===== src/rtl/vram_arbiter.sv =====
// -----------------------------------------------------------------------------
// vram_arbiter
//
// Slot-based scheduler that shares one single-port 32Kx8 VRAM (spram32k8)
// between the VDP tile fetcher (video) and the CPU data port.
//
// A free-running slot counter decides who owns the RAM each cycle:
//   - slots 0..VIDEO_SLOTS-1 belong to video whenever vid_req is high;
//   - every other slot, and any video slot that video leaves unused, is
//     offered to the CPU (one transaction in flight at a time).
// Read data comes back from the synchronous RAM one cycle after the address.
// It is then registered, so requesters see results two cycles after the grant.
//
// Ports
//   clk          system clock
//   reset        synchronous, active-low reset
//   line_start   realign: the cycle after this pulse is slot 0
//   vid_req      video wants the current slot
//   vid_addr     video read address
//   vid_data     video read data           (valid with vid_valid)
//   vid_valid    one-cycle pulse, grant + 2
//   vid_tag      slot the returned video data was issued in
//   cpu_req      CPU request level, held until cpu_ack
//   cpu_we       CPU write (1) / read (0)
//   cpu_addr     CPU address
//   cpu_wdata    CPU write data
//   cpu_ack      one-cycle completion pulse, grant + 2
//   cpu_rdata    CPU read data, held until the next CPU read ack
//   slot         current slot number
//   ram_addr     VRAM address
//   ram_we       VRAM write enable
//   ram_wdata    VRAM write data
//   ram_rdata    VRAM read data (valid the cycle after the address)
// -----------------------------------------------------------------------------
module vram_arbiter #(
    parameter int ADDR_WIDTH  = 15,
    parameter int SLOT_BITS   = 3,
    parameter int VIDEO_SLOTS = 4
) (
    input  logic                  clk,
    input  logic                  reset,
    input  logic                  line_start,

    input  logic                  vid_req,
    input  logic [ADDR_WIDTH-1:0] vid_addr,
    output logic [7:0]            vid_data,
    output logic                  vid_valid,
    output logic [SLOT_BITS-1:0]  vid_tag,

    input  logic                  cpu_req,
    input  logic                  cpu_we,
    input  logic [ADDR_WIDTH-1:0] cpu_addr,
    input  logic [7:0]            cpu_wdata,
    output logic                  cpu_ack,
    output logic [7:0]            cpu_rdata,

    output logic [SLOT_BITS-1:0]  slot,

    output logic [ADDR_WIDTH-1:0] ram_addr,
    output logic                  ram_we,
    output logic [7:0]            ram_wdata,
    input  logic [7:0]            ram_rdata
);

    // First slot number that is not video-priority.
    localparam logic [SLOT_BITS-1:0] VIDEO_LIMIT = SLOT_BITS'(VIDEO_SLOTS);

    typedef enum logic [1:0] {
        CPU_IDLE   = 2'd0,
        CPU_ISSUED = 2'd1,
        CPU_RETURN = 2'd2
    } cpu_state_t;

    cpu_state_t           cpu_state_reg;
    logic                 cpu_rd_reg;       // transaction in flight is a read
    logic [7:0]           cpu_rdata_reg;
    logic                 cpu_ack_reg;

    logic [SLOT_BITS-1:0] slot_reg;

    // Video return pipeline: stage 1 is the cycle the RAM presents data,
    // stage 2 is the registered output seen by the fetcher.
    logic                 v1_valid_reg;
    logic [SLOT_BITS-1:0] v1_tag_reg;
    logic                 vid_valid_reg;
    logic [SLOT_BITS-1:0] vid_tag_reg;
    logic [7:0]           vid_data_reg;

    logic                 vid_grant;
    logic                 cpu_grant;

    // ------------------------------------------------------------------
    // Ownership of the current cycle. Video has strict priority in its
    // slots; the CPU can only take a slot while no transaction is in
    // flight. Holding reset low parks the RAM pins at zero.
    // ------------------------------------------------------------------
    always_comb begin
        vid_grant = 1'b0;
        cpu_grant = 1'b0;
        ram_addr  = '0;
        ram_we    = 1'b0;
        ram_wdata = '0;
        if (reset) begin
            if ((slot_reg < VIDEO_LIMIT) && vid_req) begin
                vid_grant = 1'b1;
                ram_addr  = vid_addr;
            end else if (cpu_req && (cpu_state_reg == CPU_IDLE)) begin
                cpu_grant = 1'b1;
                ram_addr  = cpu_addr;
                ram_we    = cpu_we;
                ram_wdata = cpu_wdata;
            end
        end
    end

    always_ff @(posedge clk) begin
        if (!reset) begin
            slot_reg      <= '0;
            cpu_state_reg <= CPU_IDLE;
            cpu_rd_reg    <= 1'b0;
            cpu_rdata_reg <= '0;
            cpu_ack_reg   <= 1'b0;
            v1_valid_reg  <= 1'b0;
            v1_tag_reg    <= '0;
            vid_valid_reg <= 1'b0;
            vid_tag_reg   <= '0;
            vid_data_reg  <= '0;
        end else begin
            // Realign takes precedence over the natural wrap.
            slot_reg <= line_start ? '0 : slot_reg + 1'b1;

            // Video returns: one entry per grant, so back-to-back grants
            // simply stream through.
            v1_valid_reg  <= vid_grant;
            v1_tag_reg    <= slot_reg;
            vid_valid_reg <= v1_valid_reg;
            if (v1_valid_reg) begin
                vid_data_reg <= ram_rdata;
                vid_tag_reg  <= v1_tag_reg;
            end

            cpu_ack_reg <= 1'b0;
            case (cpu_state_reg)
                CPU_IDLE: begin
                    if (cpu_grant) begin
                        cpu_state_reg <= CPU_ISSUED;
                        cpu_rd_reg    <= ~cpu_we;
                    end
                end
                CPU_ISSUED: begin
                    // RAM data for the granted address is on ram_rdata now.
                    cpu_state_reg <= CPU_RETURN;
                    cpu_ack_reg   <= 1'b1;
                    if (cpu_rd_reg) begin
                        cpu_rdata_reg <= ram_rdata;
                    end
                end
                CPU_RETURN: begin
                    cpu_state_reg <= CPU_IDLE;
                end
                default: begin
                    cpu_state_reg <= CPU_IDLE;
                end
            endcase
        end
    end

    assign slot      = slot_reg;
    assign vid_valid = vid_valid_reg;
    assign vid_tag   = vid_tag_reg;
    assign vid_data  = vid_data_reg;
    assign cpu_ack   = cpu_ack_reg;
    assign cpu_rdata = cpu_rdata_reg;

endmodule

===== config.mk =====
export PLATFORM = sky130hd
export DESIGN_NAME = vram_arbiter
export DESIGN_NICKNAME = d
export VERILOG_FILES = /design/src/rtl/vram_arbiter.sv
export SDC_FILE = /design/constraint.sdc
export NUM_CORES = 1
export LEC_CHECK = 0
export BUFFER_PORTS_ARGS = -buffer_cell sky130_fd_sc_hd__buf_4
export CELL_PAD_IN_SITES_DETAIL_PLACEMENT = 1
export CELL_PAD_IN_SITES_GLOBAL_PLACEMENT = 1
export CORE_MARGIN = 1.5
export CORE_UTILIZATION = 28
export CTS_CLUSTER_SIZE = 28
export DETAILED_ROUTE_END_ITERATION = 7
export PLACE_DENSITY_LB_ADDON = 0.1
export SLEW_MARGIN = 25
export SYNTH_ARGS = -nofsm -noshare
export SYNTH_HDL_FRONTEND = slang
export SYNTH_SLANG_ARGS = --single-unit

===== constraint.sdc =====
create_clock -name clk -period 1.9 [get_ports clk]
set_clock_uncertainty 0.05 [all_clocks]
set_input_delay 0.19 -clock clk [delete_from_list [all_inputs] [get_ports clk]]
set_output_delay 0.19 -clock clk [all_outputs]
set_load 0.05 [all_outputs]

; Word-level counts from Yosys, hierarchy flattened
; Index checks and enable logic that the tools add are counted.
; Widths: inputs -> output; s select.
[word_totals]
reg_bits = 31
input_bits = 52
output_inout_bits = 48
word_cells = 38
[classes]
add_sub_neg = 1
n_lt_le_gt_ge = 1
n_eq_ne = 2
muxes = 16
n_bitwise = 2
reduce_logical = 6
[ops]
columns = cell, n
row1 = $mux 15, 3
row2 = $mux 8, 3
row3 = $mux 1, 8
row4 = $pmux 2 s2, 1
row5 = $reduce_and 2->1, 2
row6 = $add 3x1->3 const B, 1
row7 = $lt 3x3->1 const B, 1
row8 = $eq 2x1->1 const B, 1
row9 = $logic_and 1x1->1, 2
row10 = $logic_not 2->1, 1
row11 = $mux 2, 1
row12 = $ne 2x2->1 const B, 1
row13 = $not 1->1, 2
row14 = $reduce_or 2->1, 1

; Logic depth before layout (Yosys ltp)
; Gate-level depths: netlist of the first run.
[depth]
word_depth = 7
mapped_depth = 5
depth_no_buf = 3

; Worst setup path before layout of the first run
; Ideal clock, no wire load.
[synth_timing]
path_type = flip-flop to output port
from = register slot_reg[2], in the netlist slot[2]
to = output ram_addr[10]
arrival_ns = 1.844
t_required_ns = 1.660
slack_ns = -0.184
stages_incl_launch_ff = 5
path_buffers = 1
cell_sequence = dfxtp_1 nor2b_2 nor4b_4 buf_6 a22o_1
[synth_via]
elab_chain_len = 4
[synth_lines]
columns = element, line
row1 = from (decl), 79  ; logic [SLOT_BITS-1:0] slot_reg;
row2 = from (signal assigned), 130  ; slot_reg <= line_start ? '0 : slot_reg + 1'b1;
row3 = $lt 3x3->1, 104  ; if ((slot_reg < VIDEO_LIMIT) && vid_req) begin
row4 = $logic_and 1x1->1, 104
row5 = $mux 15, 104
row6 = $mux 15, 103  ; if (reset) begin
row7 = to (decl), 59  ; output logic [ADDR_WIDTH-1:0] ram_addr,
; No other way between the ends.

; Final worst setup path of the first run
[layout_timing]
from = register cpu_state_reg[0]
to = output ram_addr[10]
[layout_via]
elab_chain_len = 5
[layout_lines]
columns = element, line
row1 = from (decl), 74  ; cpu_state_t cpu_state_reg;
row2 = from (signal assigned), 119  ; cpu_state_reg <= CPU_IDLE;
row3 = from (signal assigned), 146  ; cpu_state_reg <= CPU_ISSUED;
row4 = from (signal assigned), 152  ; cpu_state_reg <= CPU_RETURN;
row5 = $logic_not 2->1, 107  ; end else if (cpu_req && (cpu_state_reg == CPU_IDLE)) begin
row6 = $logic_and 1x1->1, 107
row7 = $mux 15, 107
row8 = $mux 15, 104
row9 = $mux 15, 103
; No other way between the ends.

==> metrics.txt, run 1 <==
outcome finished clean; vias in the first global route 1310; Post-synth EDFFs 0; vias per inst 4.50; Setup crit end kind primary output; main area contributors after synthesis dfxtp_1 46%, mux2i_1 15%, nor2b_1 8.8%, a22o_1 7.1%, and2_1 6.0%; Core Rows 25; worst hold path depth 3; Seq. cell area about 620 um^2; worst hold start ram_rdata[0]; pin count of the biggest net entering global routing 31; crit path from cpu_state_reg[0]; Sink Count 31; max frequency around 540 MHz; async set-reset flop share out of synthesis 0; power per cell area around 720 nW/um^2; crit-path max FO 25; Routability Congestion 0.691; total wire length between 3000 and 4000 um; Max Cap Violations 0; DP HPWL between 3000 and 4000 um; CP Class flip-flop to primary output; register bit count reported by yosys 31; ant diodes 0; period utilization 0.968; height of the die ~72 um; WHS around 0.12 ns; post-CTS setup buffers 0; final number of setup-violating endpoints 0; final net count roughly 280; CP endpoint ram_addr[10]; Max-slew headroom 0.840; prevailing post-synth register cell dfxtp_1; r2r setup slk around 0.67 ns; cts repair resizes 0; Yosys top cell by area dfxtp_1; Yosys cell types 24; antenna violations before repair 0; Clk pin slew, worst setup/hold paths 0.06 ns; H-tree levels 2; worst setup margin between 0.05 and 0.06 ns; Ports 100; Final Hold Fails 0; multi-input logic area around 670 um^2; Num CTS Buffers 5; most common cell in the netlist dfxtp_1; static leakage power 1.13 nW; CP required 1.66 ns; GRT Overall Usage 0.148; warnings from Yosys 0; Worst Tran Pin Value ~0.24 ns; Cell Area, Synth about 1400 um^2; CTS Hold Bufs 0; initial core utilization 0.288; grt ovf 0; Routed Antenna Nets 0; Fin Setup TNS 0 ns; CTS tree built; worst r2r src cpu_state_reg[1]; R2R cell count 4; worst slack at placement ~0.28 ns; Layout area overhead 66.5%; Final Critical Period between 1.5 and 2 ns; reg-to-reg endpoint cpu_rdata[6]; core outline area 4690 um^2; Via Count 1260; CP Launch Type flip-flop; Clock Path Buffers 2; Iteration-0 DRC Markers 27; Cells after Synth about 120; Post-synth top cells 31 x dfxtp_1, 20 x mux2i_1, 19 x nor2b_1; Worst Path Arrival about 1.6 ns; DRT Pass-1 Iters 4; routed length per placed instance 13.9 um; Synthesized Nets 177; final-report max-slew violation count 0; port bufs 99; Post-route DRC 0; first-pass GRT wire length between 5000 and 6000 um; worst skew pair latency ~0.28 ns; Avg Synthesized Cell Area about 11 um^2; top cell type's share of synthesized area 0.459; Root Driver clkbuf_8; post-synthesis sequential area ratio 0.459; worst hold path class input port to flip-flop; die width between 70 and 80 um; layout cells sized above 1 0.522; # fillers 538; die area between 5000 and 6000 um^2; maximum vdd drop roughly 0.00036 V
[how the worst min path moves through the flow]
| stage | endpoint | slack, ns |
|---|---|---|
| global route | cpu_rdata[0] | 0.12 |
| finish | cpu_rdata[0] | 0.12 |
| floorplan | cpu_rdata[0] | 0.31 |
| CTS | cpu_rdata[0] | 0.11 |
| global placement | slot[0] | 0.40 |
| detailed placement | cpu_rdata[0] | 0.41 |
[cells in the final DEF (no fill, tap or decap), drive strengths merged]
| cell type | synthesis | layout |
|---|---|---|
| xnor2 | 1 | 1 |
| nand2 | 1 | 1 |
| buf | 7 | 103 |
| and3b | 2 | 2 |
| inv | 1 | 1 |
| clkbuf | 2 | 8 |
| a22o | 15 | 15 |
| nor2 | 3 | 3 |
| nor3 | 1 | 1 |
| nand3b | 1 | 1 |
| dfxtp | 31 | 31 |
| mux2i | 20 | 20 |
| ha | 1 | 1 |
| nor2b | 20 | 20 |
| and2 | 14 | 14 |
| nand2b | 3 | 3 |
| nor4b | 1 | 1 |
[report_power, final]
| part | leakage, nW | internal [mW] | switching (mW) |
|---|---|---|---|
| clock | 0.0515 | 0.330 | 0.231 |
| combinational | 0.825 | 0.167 | 0.214 |
| sequential | 0.253 | 0.669 | 0.0122 |
[layer usage]
metal  up-vias  wire length [um]  track usage
li1        625                 -            -
met1       572              1460        0.159
met2        53              2070        0.263
met3        10               276       0.0444
met4         0                88       0.0755
met5         -                 0            0
[stage by stage]
step	area, um^2	std cells	power [mW]	utilization
2_1_floorplan	1350	124	0.918	-
3_3_place_gp	2130	272	1.07	0.455
3_5_place_dp	2130	272	1.08	0.455
5_1_grt	2250	280	1.70	0.479
4_1_cts	2230	280	1.65	0.476
6_report	2250	280	1.62	0.479
[cell families (layout without fill, tap and decap cells)]
kind of cell / Yosys count / after routing / share of synthesized area
buffers and inverters: 10 / 112 / 0.0463
adders and majority gates: 1 / 1 / 0.00926
xor gates and xnor gates: 1 / 1 / 0.00648
and+or+nand+nor: 46 / 46 / 0.230
muxes: 20 / 20 / 0.148
AOI/OAI and AO/OA: 15 / 15 / 0.101
DFF: 31 / 31 / 0.459
[worst max-delay path: stages (launching register included)]
cell and delay [ns]:
dfxtp_1 0.34, nand2b_4 0.16, nor4b_4 0.21, buf_6 0.23, a22o_1 0.18, buf_4 0.20
[layout make-up]
| type | instances | area share |
|---|---|---|
| Timing Repair Buffer | 103 | 0.350 |
| Multi-Input combinational cell | 83 | 0.297 |
| Sequential cell | 31 | 0.276 |
| Clock buffer | 8 | 0.0445 |
| Tap cell | 54 | 0.0300 |
| Inverter | 1 | 0.00167 |
No activity file was read; power rests on OpenSTA's default activity.
==> run 2, diff against run 1 <==
--- a/config.mk
+++ b/config.mk
@@ -11,5 +11,6 @@
 export CORE_MARGIN = 1.5
-export CORE_UTILIZATION = 28
+export CORE_UTILIZATION = 30
 export CTS_CLUSTER_SIZE = 28
 export DETAILED_ROUTE_END_ITERATION = 7
+export MAX_ROUTING_LAYER = met4
 export PLACE_DENSITY_LB_ADDON = 0.1
==> constraint.sdc (replaced) <==
create_clock -name clk -period 2.2 [get_ports clk]
set_clock_uncertainty 0.05 [all_clocks]
set_input_delay 0.44 -clock clk [delete_from_list [all_inputs] [get_ports clk]]
set_output_delay 0.44 -clock clk [all_outputs]
set_load 0.05 [all_outputs]
==> run 2 against run 1 <==
Net effect:
- hold slack improved by 0.26 ns
- clock power fell by 27%
- sequential power fell by 13%
- clock-buffer cell count fell by 1
- global-route usage rose by 1.9 points
- total power fell by 18%
- first-iteration DRC count fell by 22%
- sequential share of layout area rose by 0.34 points
- critical endpoint is now ram_addr[8]
- largest power group unchanged
==> metrics.txt, run 2 (synthesis gave the netlist of run 1 again) <==
most frequent cells in the layout 100 x buf_4, 30 x dfxtp_1, 20 x mux2i_1; commonest non-fill, non-tap cell in the layout buf_4; initial core utilization 0.310 (+0.0223); Routability Congestion 0.738 (+6.8%); Sink Count 31 (unchanged); ant diodes 0 (unchanged); CP Class flip-flop to primary output; CP max stage delay 0.38 ns (+0.04 ns); non-filler cells, final 277 (-1.1%); Clk pin slew, worst setup/hold paths 0.06 ns (about the same); CP required 1.71 ns (+0.05 ns); H-tree levels 2 (unchanged); power per cell area 598 nW/um^2 (-17%); WHS 0.381 ns (+0.259 ns); RSZ-0062 raised after global routing false; Worst Tran Pin Value 0.681 ns (+0.443 ns); final-report max-slew violation count 0 (unchanged); static leakage power 1.12 nW (-1.2%); Post-route DRC 0 (unchanged); Setup crit end kind primary output; CP max-delay cell dfxtp_2; placed inst area 2140 um^2 (+0.12%); final number of setup-violating endpoints 0 (unchanged); Top delay family on crit path buffers and inverters; Num CTS Buffers 5 (unchanged); layout cells sized above 1 0.516 (-0.00657); CP Launch Type flip-flop; Power, Total 1.33 mW (-18%); crit-path max FO 25 (unchanged); vias per inst 4.68 (+4.1%); r2r setup slk 0.81 ns (+0.14 ns); Final Hold Fails 0 (unchanged); Cell Chain, Critical Path nor2b_2 -> nor4b_4 -> buf_12 -> a22o_1 -> buf_4; Max Cap Violations 0 (unchanged); # fillers 495 (-8.0%); Seq. cell area 622 um^2 (unchanged); Layout area overhead 64.4%; die width 70.1 um (-3.2%); crit path from slot[2]; worst hold start ram_rdata[7]; Ports 100 (unchanged); height of the die 70.1 um (-3.2%); outcome finished clean; DP HPWL 3180 um (+4.9%); Routed Antenna Nets 0 (unchanged); die area 4920 um^2 (-6.4%); pin count of the biggest net entering global routing 26 (-16%); Iteration-0 DRC Markers 21 (-22%); maximum vdd drop 0.000217 V (-40%); Core Rows 24 (-4.0%); design area 2220 um^2 (-1.2%); core outline area 4350 um^2 (-7.2%); DRT Pass-1 Iters 2 (-2); port bufs 99 (unchanged); CTS Hold Bufs 0 (unchanged); vias in the first global route 1399 (+6.8%); multi-input logic area 668 um^2 (unchanged); Clock Path Buffers 2 (unchanged); Max-slew headroom 0.545 (-0.295); first-pass GRT wire length 6280 um (+5.8%); worst skew pair latency 0.28 ns (about the same); Worst Path Arrival 1.59 ns (about the same); Via Count 1297 (+2.9%); antenna violations before repair 0 (unchanged); CTS tree built; total wire length 3890 um (about the same); Root Driver clkbuf_8; routed length per placed instance 14.0 um (+1.0%); grt ovf 0 (unchanged); Fin Setup TNS 0 ns (unchanged); final net count 277 (-0.36%); Final Critical Period between 2 and 2.5 ns; worst r2r src cpu_state_reg[1]; dpl cells 269 (-1.1%); period utilization 0.946; CP bufs+invs 2 (unchanged); worst hold path class input port to flip-flop; max frequency 480 MHz; GRT Overall Usage 0.167 (+0.0190)
## run 2: changes by cell type in the layout (fill, tap and decap cells not counted)
cell      change
buf_12        +1
buf_6         -3
buf_4         +1
clkinv_2      +1
clkbuf_8      -2
clkbuf_1      +1
## run 2: metrics by stage
step           utilization  setup slack, ns
5_1_grt              0.510           0.0157
6_report             0.510            0.118
3_5_place_dp         0.491            0.120
3_3_place_gp         0.491            0.146
2_1_floorplan            -           0.0625
4_1_cts              0.509           0.0678
## run 2: what timing repair did
item | in CTS | in global routing
setup buffers | 0 | 0
resized for setup | 0 | 1
endpoints found under the setup margin | 0 | 1
## run 2: metal layers
metal	routed length, um	GRT usage
met1	1430	0.172
met2	2030	0.293
met3	357	0.0534
met4	72	0.0705
met5	0	-
## run 2: final timing paths
check,end,cells past startpoint
setup / recovery,ram_addr[8],5
hold / removal,cpu_rdata[7],3
setup reg to reg,cpu_rdata[5],3
hold reg to reg,cpu_rd_reg,2
## run 2: power by group
group	total, mW	switching [mW]	internal, mW
sequential	0.593	0.0150	0.578
combinational	0.325	0.181	0.144
clock	0.410	0.189	0.221
## run 2: area by class of cell
class	count	area share
Clock buffer	7	0.0343
Multi-Input combinational cell	83	0.301
Inverter	1	0.00169
Sequential cell	31	0.280
Timing Repair Buffer	102	0.352
Tap cell	52	0.0293
Clock inverter	1	0.00225
## run 2: worst reg2reg max path, cell delays in order, from the launching register on
cell	delay (ns)
dfxtp_1	0.36
nand3b_1	0.50
mux2i_1	0.30
nor2b_1	0.07
==> run 3, diff against run 2 <==
Settings changed: BUFFER_PORTS_ARGS -buffer_cell sky130_fd_sc_hd__buf_4 to -buffer_cell sky130_fd_sc_hd__buf_2.
==> run 3 against run 2 <==
Net effect:
- core utilization shrank 3.5 points
- wire length shrank 3.3%
- final area is 6.9% lower
- total power increased by 9.3%
==> metrics.txt, run 3 (synthesis gave the netlist of run 1 again) <==
maximum vdd drop 0.000237 V (+9.4%); vias in the first global route 1373 (-1.9%); CP max-delay cell dfxtp_2; final core utilization 0.475 (-0.0353); worst r2r src cpu_state_reg[1]; Fin Setup TNS 0 ns (unchanged); core outline area 4350 um^2 (unchanged); port bufs 99 (unchanged); non-filler cells, final 277 (unchanged); most frequent cells in the layout 76 x buf_2, 30 x dfxtp_1, 20 x mux2i_1; die area 4920 um^2 (unchanged); CP max stage delay 0.38 ns (about the same); worst hold path class input port to flip-flop; height of the die 70.1 um (unchanged); grt ovf 0 (unchanged); DP HPWL 2990 um (-5.8%); Routed Antenna Nets 0 (unchanged); CP endpoint ram_addr[2]; Num CTS Buffers 5 (unchanged); total wire length 3760 um (-3.3%); Post-route DRC 0 (unchanged); Sink Count 31 (unchanged); Top delay family on crit path buffers and inverters; Iteration-0 DRC Markers 40 (+90%); RSZ-0062 raised after global routing false; Root Driver clkbuf_8; Max Cap Violations 0 (unchanged); crit-path max FO 25 (unchanged); dpl cells 269 (unchanged); reg-to-reg endpoint cpu_rdata[3]; final number of setup-violating endpoints 0 (unchanged); Cell Chain, Critical Path nor2b_2 -> nor4b_4 -> buf_12 -> a22o_1 -> clkbuf_4; pin count of the biggest net entering global routing 28 (+7.7%); WP depth 5 (unchanged); Core Rows 24 (unchanged); Final Hold Fails 0 (unchanged); die width 70.1 um (unchanged); power per cell area 702 nW/um^2 (+17%); routed length per placed instance 13.6 um (-3.3%); DRT Pass-1 Iters 4 (+2); placed inst area 1890 um^2 (-12%); Routability Congestion 0.753 (+2.1%); Max-slew headroom 0.547 (+0.00126); worst hold start ram_rdata[1]; post-CTS setup buffers 0 (unchanged); worst setup margin 0.0697 ns (-0.0481 ns); final net count 277 (unchanged); CTS tree built; final-report max-slew violation count 0 (unchanged); Final Critical Period 2.13 ns (+0.0481 ns); layout cells sized above 1 0.524 (+0.00889); Via Count 1275 (-1.7%); Setup crit end kind primary output; commonest non-fill, non-tap cell in the layout buf_2; r2r setup slk 0.75 ns (-0.06 ns); CP Class flip-flop to primary output; worst skew pair latency 0.28 ns (about the same); first-pass GRT wire length 6230 um (-0.78%); Clock Path Buffers 2 (unchanged); CP bufs+invs 2 (unchanged); GRT Overall Usage 0.165 (-0.00196); max frequency 469 MHz (-2.3%); Worst Path Arrival 1.64 ns (+0.05 ns); static leakage power 1.08 nW (-3.0%); R2R cell count 3 (unchanged); outcome finished clean; design area 2070 um^2 (-6.9%); antenna violations before repair 0 (unchanged); Ports 100 (unchanged); crit path from slot[2]; period utilization 0.968 (+0.0219); worst slack at placement 0.0503 ns (-0.0697 ns); Layout area overhead 53.1%; initial core utilization 0.310 (unchanged); H-tree levels 2 (unchanged); Worst Tran Pin Value 0.679 ns (-0.00188 ns); Clk pin slew, worst setup/hold paths 0.06 ns (about the same); ant diodes 0 (unchanged); CP Launch Type flip-flop; CP required 1.71 ns (about the same); vias per inst 4.60 (-1.7%)
==> run 3: changes by cell type in the layout (fill, tap and decap cells not counted) <==
cell,delta
clkbuf_8,+1
buf_4,-95
bufinv_16,+1
clkbuf_1,-2
buf_2,+76
clkbuf_4,+19
==> run 3: layer usage <==
| metal | share of wire | GRT usage | wire length [um] | up-vias |
|---|---|---|---|---|
| li1 | - | - | - | 621 |
| met1 | 0.37 | 0.166 | 1390 | 573 |
| met2 | 0.52 | 0.297 | 1970 | 75 |
| met3 | 0.088 | 0.0491 | 332 | 6 |
| met4 | 0.018 | 0.0705 | 68 | 0 |
| met5 | 0 | - | 0 | - |
==> run 3: where the power goes <==
part	internal [mW]	total (mW)	switching, mW
Sequential	0.578	0.592	0.0141
Clock	0.366	0.570	0.204
Combinational	0.110	0.290	0.180
Total	1.05	1.45	0.398
==> run 3: worst min-delay path: stages <==
cell     delay, ns
buf_2         0.09
mux2i_1       0.06
nor2b_1       0.09
==> run 3: stage by stage <==
stage          power (mW)  hold slack, ns
2_1_floorplan       0.793           0.385
3_3_place_gp        0.879           0.392
3_5_place_dp        0.885           0.421
4_1_cts              1.46           0.382
5_1_grt              1.51           0.392
6_report             1.45           0.385
==> run 3: worst min-delay path by stage <==
stage / depth (start not counted) / end
4_1_cts: 3 / vid_data[6]
5_1_grt: 3 / vid_data[6]
6_report: 3 / cpu_rdata[1]
2_1_floorplan: 2 / cpu_rd_reg
3_5_place_dp: 2 / cpu_rd_reg
3_3_place_gp: 1 / slot[0]
==> run 3: timing repair <==
item                       CTS  global route
hold buffers                 0             0
pin swaps                    0             0
gates resized for setup      2            24
hold endpoints to repair     0             0
setup endpoints to repair    2            22
==> run 3: final cells by class <==
class                      count  area [um^2]
clock buffer                   6         82.6
clock inverter                 2         35.0
fill                         531         2290
inverter                       1         3.75
multi-input combinational     83          668
sequential                    31          622
tap                           52         65.1
timing repair buffer         102          592
